### src/rtl/reg_writeback_queue_pkg.sv
// Shared widths and queue entry type for the register writeback queue.
package reg_writeback_queue_pkg;
  localparam int WB_REG_W  = 5;
  localparam int WB_DATA_W = 32;

  typedef struct packed {
    logic [WB_REG_W-1:0]  dst;
    logic [WB_DATA_W-1:0] data;
  } wb_entry_t;
endpackage

### src/rtl/reg_writeback_queue_fifo.sv
// Circular buffer: two ordered writes and one auto-dequeue per cycle, plus youngest-match search.
module wbq_fifo
  import reg_writeback_queue_pkg::*;
#(
  parameter int DEPTH = 4
) (
  input  logic                      CLK,
  input  logic                      RESET,
  input  logic                      wrEn0,
  input  wb_entry_t                 wrEntry0,
  input  logic                      wrEn1,
  input  wb_entry_t                 wrEntry1,
  output logic                      deq,
  output wb_entry_t                 headEntry,
  output logic [$clog2(DEPTH):0]    count,
  input  logic [WB_REG_W-1:0]       lookupReg,
  output logic                      lookupHit,
  output logic [WB_DATA_W-1:0]      lookupData
);
  localparam int PW = $clog2(DEPTH);

  wb_entry_t       mem [DEPTH];
  logic [PW-1:0]   wrPtr, rdPtr, wrIdx1;

  // The second write lands right after the first, or at wrPtr when only it is valid.
  assign wrIdx1    = wrPtr + PW'(wrEn0);
  assign deq       = (count != '0);
  assign headEntry = mem[rdPtr];

  always_ff @(posedge CLK) begin
    if (wrEn0) mem[wrPtr]  <= wrEntry0;
    if (wrEn1) mem[wrIdx1] <= wrEntry1;
  end

  always_ff @(posedge CLK) begin
    if (RESET) begin
      wrPtr <= '0;
      rdPtr <= '0;
      count <= '0;
    end else begin
      wrPtr <= wrPtr + PW'(wrEn0) + PW'(wrEn1);
      rdPtr <= rdPtr + PW'(deq);
      count <= count + (PW+1)'(wrEn0) + (PW+1)'(wrEn1) - (PW+1)'(deq);
    end
  end

  // Walk oldest to youngest so the last match standing is the youngest.
  always_comb begin
    lookupHit  = 1'b0;
    lookupData = '0;
    for (int i = 0; i < DEPTH; i++) begin
      if ((PW+1)'(i) < count && lookupReg != '0 &&
          mem[rdPtr + PW'(i)].dst == lookupReg) begin
        lookupHit  = 1'b1;
        lookupData = mem[rdPtr + PW'(i)].data;
      end
    end
  end
endmodule

### src/rtl/reg_writeback_queue.sv
// Writeback queue top: orders MEM/ALU results, filters $0, stalls producers, drives the retire/bypass stage.
module reg_writeback_queue
  import reg_writeback_queue_pkg::*;
#(
  parameter int    DEPTH = 4,
  parameter string NAME  = "WBQ"
) (
  input  logic                 CLK,
  input  logic                 RESET,
  input  logic                 MemValid,
  input  logic [WB_REG_W-1:0]  MemReg,
  input  logic [WB_DATA_W-1:0] MemData,
  input  logic                 AluValid,
  input  logic [WB_REG_W-1:0]  AluReg,
  input  logic [WB_DATA_W-1:0] AluData,
  output logic                 Stall,
  output logic                 RegWrite,
  output logic [WB_REG_W-1:0]  WriteRegister,
  output logic [WB_DATA_W-1:0] WriteData,
  output logic [WB_REG_W-1:0]  WriteRegister1stPri,
  output logic [WB_DATA_W-1:0] WriteData1stPri,
  output logic                 Valid1stPri,
  input  logic [WB_REG_W-1:0]  LookupReg,
  output logic                 LookupHit,
  output logic [WB_DATA_W-1:0] LookupData
);
  localparam int PW = $clog2(DEPTH);

  logic [PW:0] count;
  logic        memEn, aluEn, deq;
  wb_entry_t   headEntry;

  // Stall only looks at registered occupancy, so producers never see a comb path from their own valids.
  assign Stall = count > (PW+1)'(DEPTH - 2);
  assign memEn = MemValid && !Stall && (MemReg != '0);
  assign aluEn = AluValid && !Stall && (AluReg != '0);

  wbq_fifo #(.DEPTH(DEPTH)) uFifo (
    .CLK       (CLK),
    .RESET     (RESET),
    .wrEn0     (memEn),
    .wrEntry0  ('{dst: MemReg, data: MemData}),
    .wrEn1     (aluEn),
    .wrEntry1  ('{dst: AluReg, data: AluData}),
    .deq       (deq),
    .headEntry (headEntry),
    .count     (count),
    .lookupReg (LookupReg),
    .lookupHit (LookupHit),
    .lookupData(LookupData)
  );

  always_ff @(posedge CLK) begin
    if (RESET) begin
      RegWrite      <= 1'b0;
      WriteRegister <= '0;
      WriteData     <= '0;
    end else begin
      RegWrite      <= deq;
      WriteRegister <= deq ? headEntry.dst  : '0;
      WriteData     <= deq ? headEntry.data : '0;
    end
  end

  assign WriteRegister1stPri = WriteRegister;
  assign WriteData1stPri     = WriteData;
  assign Valid1stPri         = RegWrite;

  always_ff @(posedge CLK) begin
    if (!RESET) assert (count <= (PW+1)'(DEPTH)) else $error("%s: occupancy overflow", NAME);
  end
endmodule

### config.mk
export PLATFORM = sky130hd
export DESIGN_NAME = reg_writeback_queue
export DESIGN_NICKNAME = d
export VERILOG_FILES = /design/src/rtl/reg_writeback_queue_pkg.sv /design/src/rtl/reg_writeback_queue_fifo.sv /design/src/rtl/reg_writeback_queue.sv
export SDC_FILE = /design/constraint.sdc
export NUM_CORES = 1
export LEC_CHECK = 0
export BUFFER_PORTS_ARGS = -buffer_cell sky130_fd_sc_hd__buf_2
export CAP_MARGIN = 20
export CELL_PAD_IN_SITES_DETAIL_PLACEMENT = 1
export CELL_PAD_IN_SITES_GLOBAL_PLACEMENT = 1
export CORE_AREA = 2 2 177 179
export CTS_CLUSTER_SIZE = 12
export DETAILED_ROUTE_END_ITERATION = 10
export DIE_AREA = 0 0 179 181
export PLACE_DENSITY = 0.76
export SYNTH_ARGS = -nofsm -noshare
export SYNTH_HDL_FRONTEND = slang
export SYNTH_HIERARCHICAL = 1
export SYNTH_SLANG_ARGS = --single-unit
### constraint.sdc
create_clock -name CLK -period 4.6 [get_ports CLK]
set_clock_uncertainty 0.2 [all_clocks]
set_input_delay 0.46 -clock CLK [delete_from_list [all_inputs] [get_ports CLK]]
set_output_delay 0.46 -clock CLK [all_outputs]
set_load 0.02 [all_outputs]
After elaboration in Yosys (flattened, before gate mapping)
Memory sizes are Yosys's and may differ from the RTL's. A register that Yosys moved wholly into a read port is not among the register bits. Cells that the tools add are included. Widths: inputs -> output; s select.

Register bits: 45. Bits in writable memories: 148. Bits of input ports: 83. Output and inout bits: 110. Word-level logic and storage cells: 57. Memories: 1.

Memory list: uFifo.mem (depth 4, width 37, rd ports 4, clocked after Yosys merged registers in 1, wr ports 2, RTL line reg_writeback_queue_fifo.sv:22) `wb_entry_t mem [DEPTH];`.

Add/sub/neg operators: 9. $lt $le $gt $ge: 5. Equality and inequality tests: 4. Mux-type cells: 13. Bitwise gates (word level): 1. Reductions and logical operators: 18.

Operators by type and width (number): $mux 32 (4); $eq 5x5->1 (4); $reduce_bool 5->1 (3); $logic_and 1x1->1 (12); $mux 1 (8); $add 2x1->2 (3); $add 3x1->3 (2); $lt 1x3->1 const A (2); $lt 2x3->1 const A (2); $add 2x2->2 const B (2); $gt 3x2->1 const B (1); $reduce_bool 3->1 (1); $sub 3x1->3 (1); $add 2x1->2 const B (1); $mux 2 (1); $reduce_or 2->1 (1); $logic_not 1->1 (1); $not 1->1 (1).

Longest topological paths before layout
Gate-level depths: netlist of the first run.

Depth after elaboration: 7. Mapped depth: 12. Mapped depth without buffers: 9.

Cells and area by module
The synthesis of the first run kept the hierarchy.

By module, submodules not included: wbq_fifo (times used 1, cells an instance 851, area an instance 10996.8 um^2, seq. area each 4584.4 um^2); reg_writeback_queue (times used 1, cells an instance 124, area an instance 1345.0 um^2, seq. area each 760.7 um^2).

Least setup slack after synthesis of the first run
OpenSTA, ideal clock, no wires.

Path type: input to register. From: in MemReg[1]. To: mem uFifo/mem[0][0] (netlist name) (enable). Setup time: 445 ps. Arrival time: 3462 ps. Data required time: 3955 ps. Path slack: 493 ps. Stages: 5. Path buffers: 0. Cell sequence: or3_1 > o311a_1 > ha_1 > nand2b_1 > o22ai_1.

RTL lines: start, declared (RTL line reg_writeback_queue.sv:11) `input logic [WB_REG_W-1:0] MemReg,`; end, declared (RTL line reg_writeback_queue_fifo.sv:22).

Worst setup path in the final report of the first run
From: reg uFifo.rdPtr[0]. To: out LookupData[12].

Cells in the longest elaborated chain, start to end: 7. Elaborated cells on any way between the ends: 13.

Ends and longest elaborated chain: start, declared (RTL line reg_writeback_queue_fifo.sv:23) `logic [PW-1:0] wrPtr, rdPtr, wrIdx1;`; start signal, assigned (RTL line reg_writeback_queue_fifo.sv:42) `rdPtr <= rdPtr + PW'(deq);`; $add 2x1->2 (RTL line reg_writeback_queue_fifo.sv:53, reg_writeback_queue_fifo.sv:55); $mem_v2 4x37 (*); $eq 5x5->1 (RTL line reg_writeback_queue_fifo.sv:53) `mem[rdPtr + PW'(i)].dst == lookupReg) begin`; $logic_and 1x1->1 (RTL line reg_writeback_queue_fifo.sv:52) `if ((PW+1)'(i) < count && lookupReg != '0 &&`; $mux 32 (2 in a row) (RTL line reg_writeback_queue_fifo.sv:52); $mux 32 (*) (RTL line reg_writeback_queue_fifo.sv:52); end, declared (RTL line reg_writeback_queue.sv:25) `output logic [WB_DATA_W-1:0] LookupData`.

Every way passes the cells marked *; elsewhere a longest branch is shown, timed or not.

==> results of run 1 <==
## worst max-delay path: stages, from the launching register on
cell and delay (ns):
dfxtp_4 0.62, mux4_2 0.57, a211o_1 0.28, a221oi_1 0.38
o211ai_1 0.43, buf_12 0.33, o21ai_0 0.11, a21oi_1 0.06
o32ai_1 0.25, buf_2 0.26
## power groups by stage
stage	clock network, mW	logic [mW]	registers [mW]
2_1_floorplan	0	3.48	3.09
3_3_place_gp	0	4.61	3.05
3_5_place_dp	0	4.71	3.11
4_1_cts	1.47	4.74	3.08
5_1_grt	1.53	5.09	3.16
6_report	1.44	4.75	3.08
## cells by family (layout without fill, tap and decap cells)
logic type | Yosys count | in the layout
xor gates and xnor gates | 25 | 25
adders and majority gates | 8 | 8
other | 0 | 4
DFF | 193 | 193
and+or+nand+nor | 163 | 163
AOI/OAI and AO/OA | 160 | 160
muxes | 302 | 302
buffers and inverters | 124 | 258
## final timing paths
check	startpoint	end	slack (ns)
hold reg to reg	uFifo/count[0]	uFifo/count[0]	0.50
setup reg to reg	uFifo/count[0]	uFifo/mem[1][24]	1.14
setup / recovery	uFifo/rdPtr[0]	LookupData[12]	0.19
hold / removal	RESET	uFifo/count[1]	0.14
## metal layers
layer | track usage | up-vias | wire (µm)
met3 | 0.0385 | 62 | 1700
met5 | 0 | - | 41
met4 | 0.0823 | 6 | 821
met1 | 0.271 | 4622 | 14800
met2 | 0.388 | 282 | 18600
li1 | - | 4005 | -
## state kept, by name, summed over array words and instances (netlist names)
name / flops
RegWrite: 1
WriteData: 32
WriteRegister: 5
uFifo/count: 3
uFifo/mem: 148
uFifo/rdPtr: 2
uFifo/wrPtr: 2
## stage by stage
step	setup WS, ns	hold WS, ns	total power, mW	util
finish	0.189	0.138	9.26	0.464
CTS	0.147	0.126	9.28	0.463
global route	0.00136	0.145	9.78	0.464
global placement	0.538	0.477	7.66	0.445
floorplan	0.493	0.332	6.57	-
detailed placement	0.470	0.505	7.82	0.445
## cells in the final DEF (no fill, tap or decap), drive strengths merged, types with 2 or more instances in the layout
| cell type | instances |
|---|---|
| buf | 216 |
| mux2 | 175 |
| edfxtp | 148 |
| nor2 | 93 |
| mux4 | 72 |
| mux2i | 55 |
| o21ai | 45 |
| dfxtp | 45 |
| o22ai | 40 |
| and2 | 37 |
| a221oi | 19 |
| clkbuf | 18 |
| inv | 18 |
| a21oi | 17 |
| xnor2 | 14 |
| a22oi | 13 |
| o32ai | 13 |
| nand2 | 12 |
| xor2 | 11 |
| ha | 6 |
| nor2b | 5 |
| diode | 4 |
| clkinv | 4 |
| nor3 | 4 |
| or3 | 3 |
| a211o | 3 |
| o311a | 2 |
| clkinvlp | 2 |
| nand4 | 2 |
| nand3 | 2 |
| a2111o | 2 |
| o211ai | 2 |
| nand2b | 2 |
| fa | 2 |
## layout make-up
class                   count  area share
diodes                      4    0.000710
flip-flops and latches    193       0.380
repair buffers            216      0.0842
well taps                 396      0.0352
clock buffers              18      0.0305
clock inverters            14     0.00861
multi-input cells         658       0.458
inverters                  10     0.00266
## what timing repair did
action,CTS,global route
hold buffers,0,0
gates resized for setup,0,1
endpoints found under the setup margin,0,1
==> impl_metrics.toml, run 1 <==
[run_status]
outcome = "completed"

[power]
ir_drop_mv = 0.299
clkPwrFrac = 0.156
combPwrFrac = 0.512
intPower_mw = 5.41
p_leak_nw = 5.12
switchingPower_mw = 3.85
swShare = 0.416
power_frac_seq = 0.332
power.density_mw_per_mm2 = 658

[synthesis]
synth_compound_area_frac = 0.0905
ys_seq_area_frac = 0.433
syn_nets = 1066
ys_ff_latch = 193
yosys_most_used_dff = "edfxtp_1"
avgSynthCellArea_um2 = 12.7
synthSimpleGateAreaFrac = 0.0610
yosys-top-cells-area = "edfxtp_1 (36%), mux2_2 (16%), mux4_2 (13%)"
synth_cells = 975
ys_warn_count = 6
yosys.area_share.adder = 0.00933
synthXorXnorAreaFrac = 0.0177
synth_edf_count = 148
synth_top_family_by_area = "multiplexers"
synthMuxAreaShare = 0.336
async_flop_share = 0
synth_area_mm2 = 0.0123
synth_cell_types = 44
synth_common_cells = "mux2_2 (175), edfxtp_1 (148), nor2_1 (92), mux4_2 (72), mux2i_1 (55)"
synth_top_area_cell = "edfxtp_1"
synth.most_common_cell = "mux2_2"
synth_top_area_frac = 0.360

[drt]
drt_wl_total_um = 35900
dr_total_vias = 8977
ant_nets = 0
drc = 0
wl_per_cell_um = 23.8
avgViaCountPerCell = 5.95
drt_pass1_iterations = 5
drt_iter0_markers = 644

[setup_path]
critPathKind = "reg2out"
cp-end-kind = "primary output"
required_ns = 3.94
startpoint_type = "flop"
rr_worst_depth = 6
path_max_fanout = 40
arrival_ns = 3.75

[floorplan]
die_w_um = 179
die-area_mm2 = 0.0324
io_pins = 193
die_h_um = 181
coreArea_mm2 = 0.0303
num_rows = 64
start_util = 0.407

[worst_hold_path]
min_path_cells = 2
hp-class = "in2reg"

[flow_run]
cap_violations = 0

[sta]
rsz0062_at_grt = "no"
fmax_mhz = 227
slew_headroom = 0.224
fin_crit_sh = 0.959
tightest_slew_ns = 1.16
setup_violations = 0
finalCriticalPeriod_ns = 4.41
setup_tns_ns = 0
hold_viol_final = 0
slew_violations = 0

[global_routing]
overflow = 0
gr-usage-all-layers = 0.221
antenna_found_initial = 8
grt_max_degree = 61
grt_pass1_wl_um = 55000
grt_pass1_vias = 9623

[finish]
seq_area_mm2 = 0.00535
final_nets = 1187
finalInstanceArea_mm2 = 0.0141
stdcell_count = 1509
area_growth_pct = 14.2
fillers = 3176
drive_gt1_frac = 0.468
multi_input_area_mm2 = 0.00646

[clock_tree]
clk_latency_ns = 0.45
cts_buffer_depth = 2
cts_buffers = 17
cts.sinks = 193
cts-htree-levels = 4
cts_root_buf = "clkbuf_16"
cts_tree = "yes"
clk_pin_slew_ns = 0.08
postCtsSetupBuffers = 0

[placement]
dp_cells = 1472
routabilityCongestion = 0.788
dpl-instance-area_mm2 = 0.0135
io_buffers = 192
post-dp-hpwl_um = 23500
No activity file was read; power rests on OpenSTA's default activity.
==> run 2: changes to the inputs <==
RECOVER_POWER = 100   (was default)
==> impl_metrics.toml, run 2 (synthesis gave the netlist of run 1 again) <==
[setup_path]
startpoint_type = "flop"
path_max_fanout = 40
cp-end-kind = "primary output"
required_ns = 3.94
arrival_ns = 3.76
critPathKind = "reg2out"

[drt]
avgViaCountPerCell = 5.94
drt_iter0_markers = 599
ant_nets = 0
drc = 0
drt_wl_total_um = 35900
drt_pass1_iterations = 5
dr_total_vias = 8967
wl_per_cell_um = 23.8

[sta]
tightest_slew_ns = 2.92
hold_viol_final = 0
finalCriticalPeriod_ns = 4.42
rsz0062_at_grt = "no"
slew_violations = 63
final.setup.worst_slack_ns = 0.184
fin_crit_sh = 0.960
slew_headroom = -0.950
setup_violations = 0
setup_tns_ns = 0
fmax_mhz = 226

[clock_tree]
cts.sinks = 193
cts-htree-levels = 4
clk_pin_slew_ns = 0.08
cts_root_buf = "clkbuf_16"
cts_buffers = 17
hold_buffers = 0
cts_tree = "yes"
cts_buffer_depth = 2
clk_latency_ns = 0.45

[global_routing]
grt_max_degree = 61
grt_pass1_vias = 9623
grt_pass1_wl_um = 55000
antenna_found_initial = 8
gr-usage-all-layers = 0.221
overflow = 0

[finish]
drive_gt1_frac = 0.385
final_nets = 1187
stdcell_count = 1509
largest_reg_flops = 148
seq_area_mm2 = 0.00535
mostFrequentLayoutCells = "mux2_2 (174), edfxtp_1 (148), buf_2 (91)"
multi_input_area_mm2 = 0.00641
top_register = "uFifo/mem"
mostFrequentLayoutCell = "mux2_2"
top_regs = "uFifo/mem (148), WriteData (32), WriteRegister (5)"
fillers = 3217
area_growth_pct = 12.6

[floorplan]
coreArea_mm2 = 0.0303
num_rows = 64
die_h_um = 181
io_pins = 193
die-area_mm2 = 0.0324
die_w_um = 179
start_util = 0.407

[placement]
routabilityCongestion = 0.788
dp_cells = 1472
post-dp-hpwl_um = 23500
dp_slack_ns = 0.470
io_buffers = 192

[worst_hold_path]
hp-class = "in2reg"

[power]
p_leak_nw = 4.71
power.density_mw_per_mm2 = 658
ir_drop_mv = 0.294
fin_total_pwr_mw = 9.15

[flow_run]
cap_violations = 2

[run_status]
outcome = "finished, violations left"
violations = "max-capacitance violations, max-slew violations"
run 2: cell types whose count changed in the layout (fill, tap and decap cells not counted), sizes merged:
cell / change
buf: -110
clkbuf: +110
run 2: layout make-up:
| class | count | share of cell area |
|---|---|---|
| well taps | 396 | 0.0357 |
| multi-input cells | 658 | 0.462 |
| flip-flops and latches | 193 | 0.385 |
| inverters | 10 | 0.00270 |
| clock buffers | 18 | 0.0309 |
| repair buffers | 216 | 0.0745 |
| diodes | 4 | 0.000720 |
| clock inverters | 14 | 0.00873 |
run 2: final timing paths:
path / startpoint / end / slack (ns) / depth (start not counted)
max: uFifo/rdPtr[0] / LookupData[12] / 0.18 / 9
min: RESET / uFifo/count[1] / 0.11 / 2
max reg2reg: uFifo/count[0] / uFifo/mem[0][28] / 0.38 / 7
min reg2reg: uFifo/count[0] / uFifo/count[0] / 0.50 / 2
run 2: critical path, stage by stage (launching register included):
cell      delay, ns
dfxtp_4        0.62
mux4_2         0.57
a211o_1        0.28
a221oi_1       0.38
o211ai_1       0.43
buf_12         0.33
o21ai_0        0.11
a21oi_1        0.07
o32ai_1        0.25
buf_2          0.26
run 2: through the flow:
stage / cell area (µm²) / hold slack, ns / utilization
floorplan: 12300 / 0.332 / -
global placement: 13500 / 0.477 / 0.445
detailed placement: 13500 / 0.505 / 0.445
CTS: 14100 / 0.126 / 0.463
global route: 13900 / 0.118 / 0.458
finish: 13900 / 0.112 / 0.458
run 2: power breakdown:
group | switching [mW] | total (mW) | internal (mW) | leakage [nW]
logic | 2.66 | 4.61 | 1.95 | 2.71
registers | 0.454 | 3.10 | 2.64 | 1.74
clock network | 0.729 | 1.44 | 0.712 | 0.267
run 2: timing repair:
action | CTS | global route
endpoints found under the setup margin | 0 | 1
setup buffers | 0 | 0
gates resized for setup | 0 | 1
run 2: layer usage:
metal  global-route usage  vias up  wire length, µm
met5                    0        -               41
met4               0.0823        6              763
met3               0.0385       57             1660
met2                0.388      270            18600
met1                0.271     4637            14900
li1                     -     3997                -
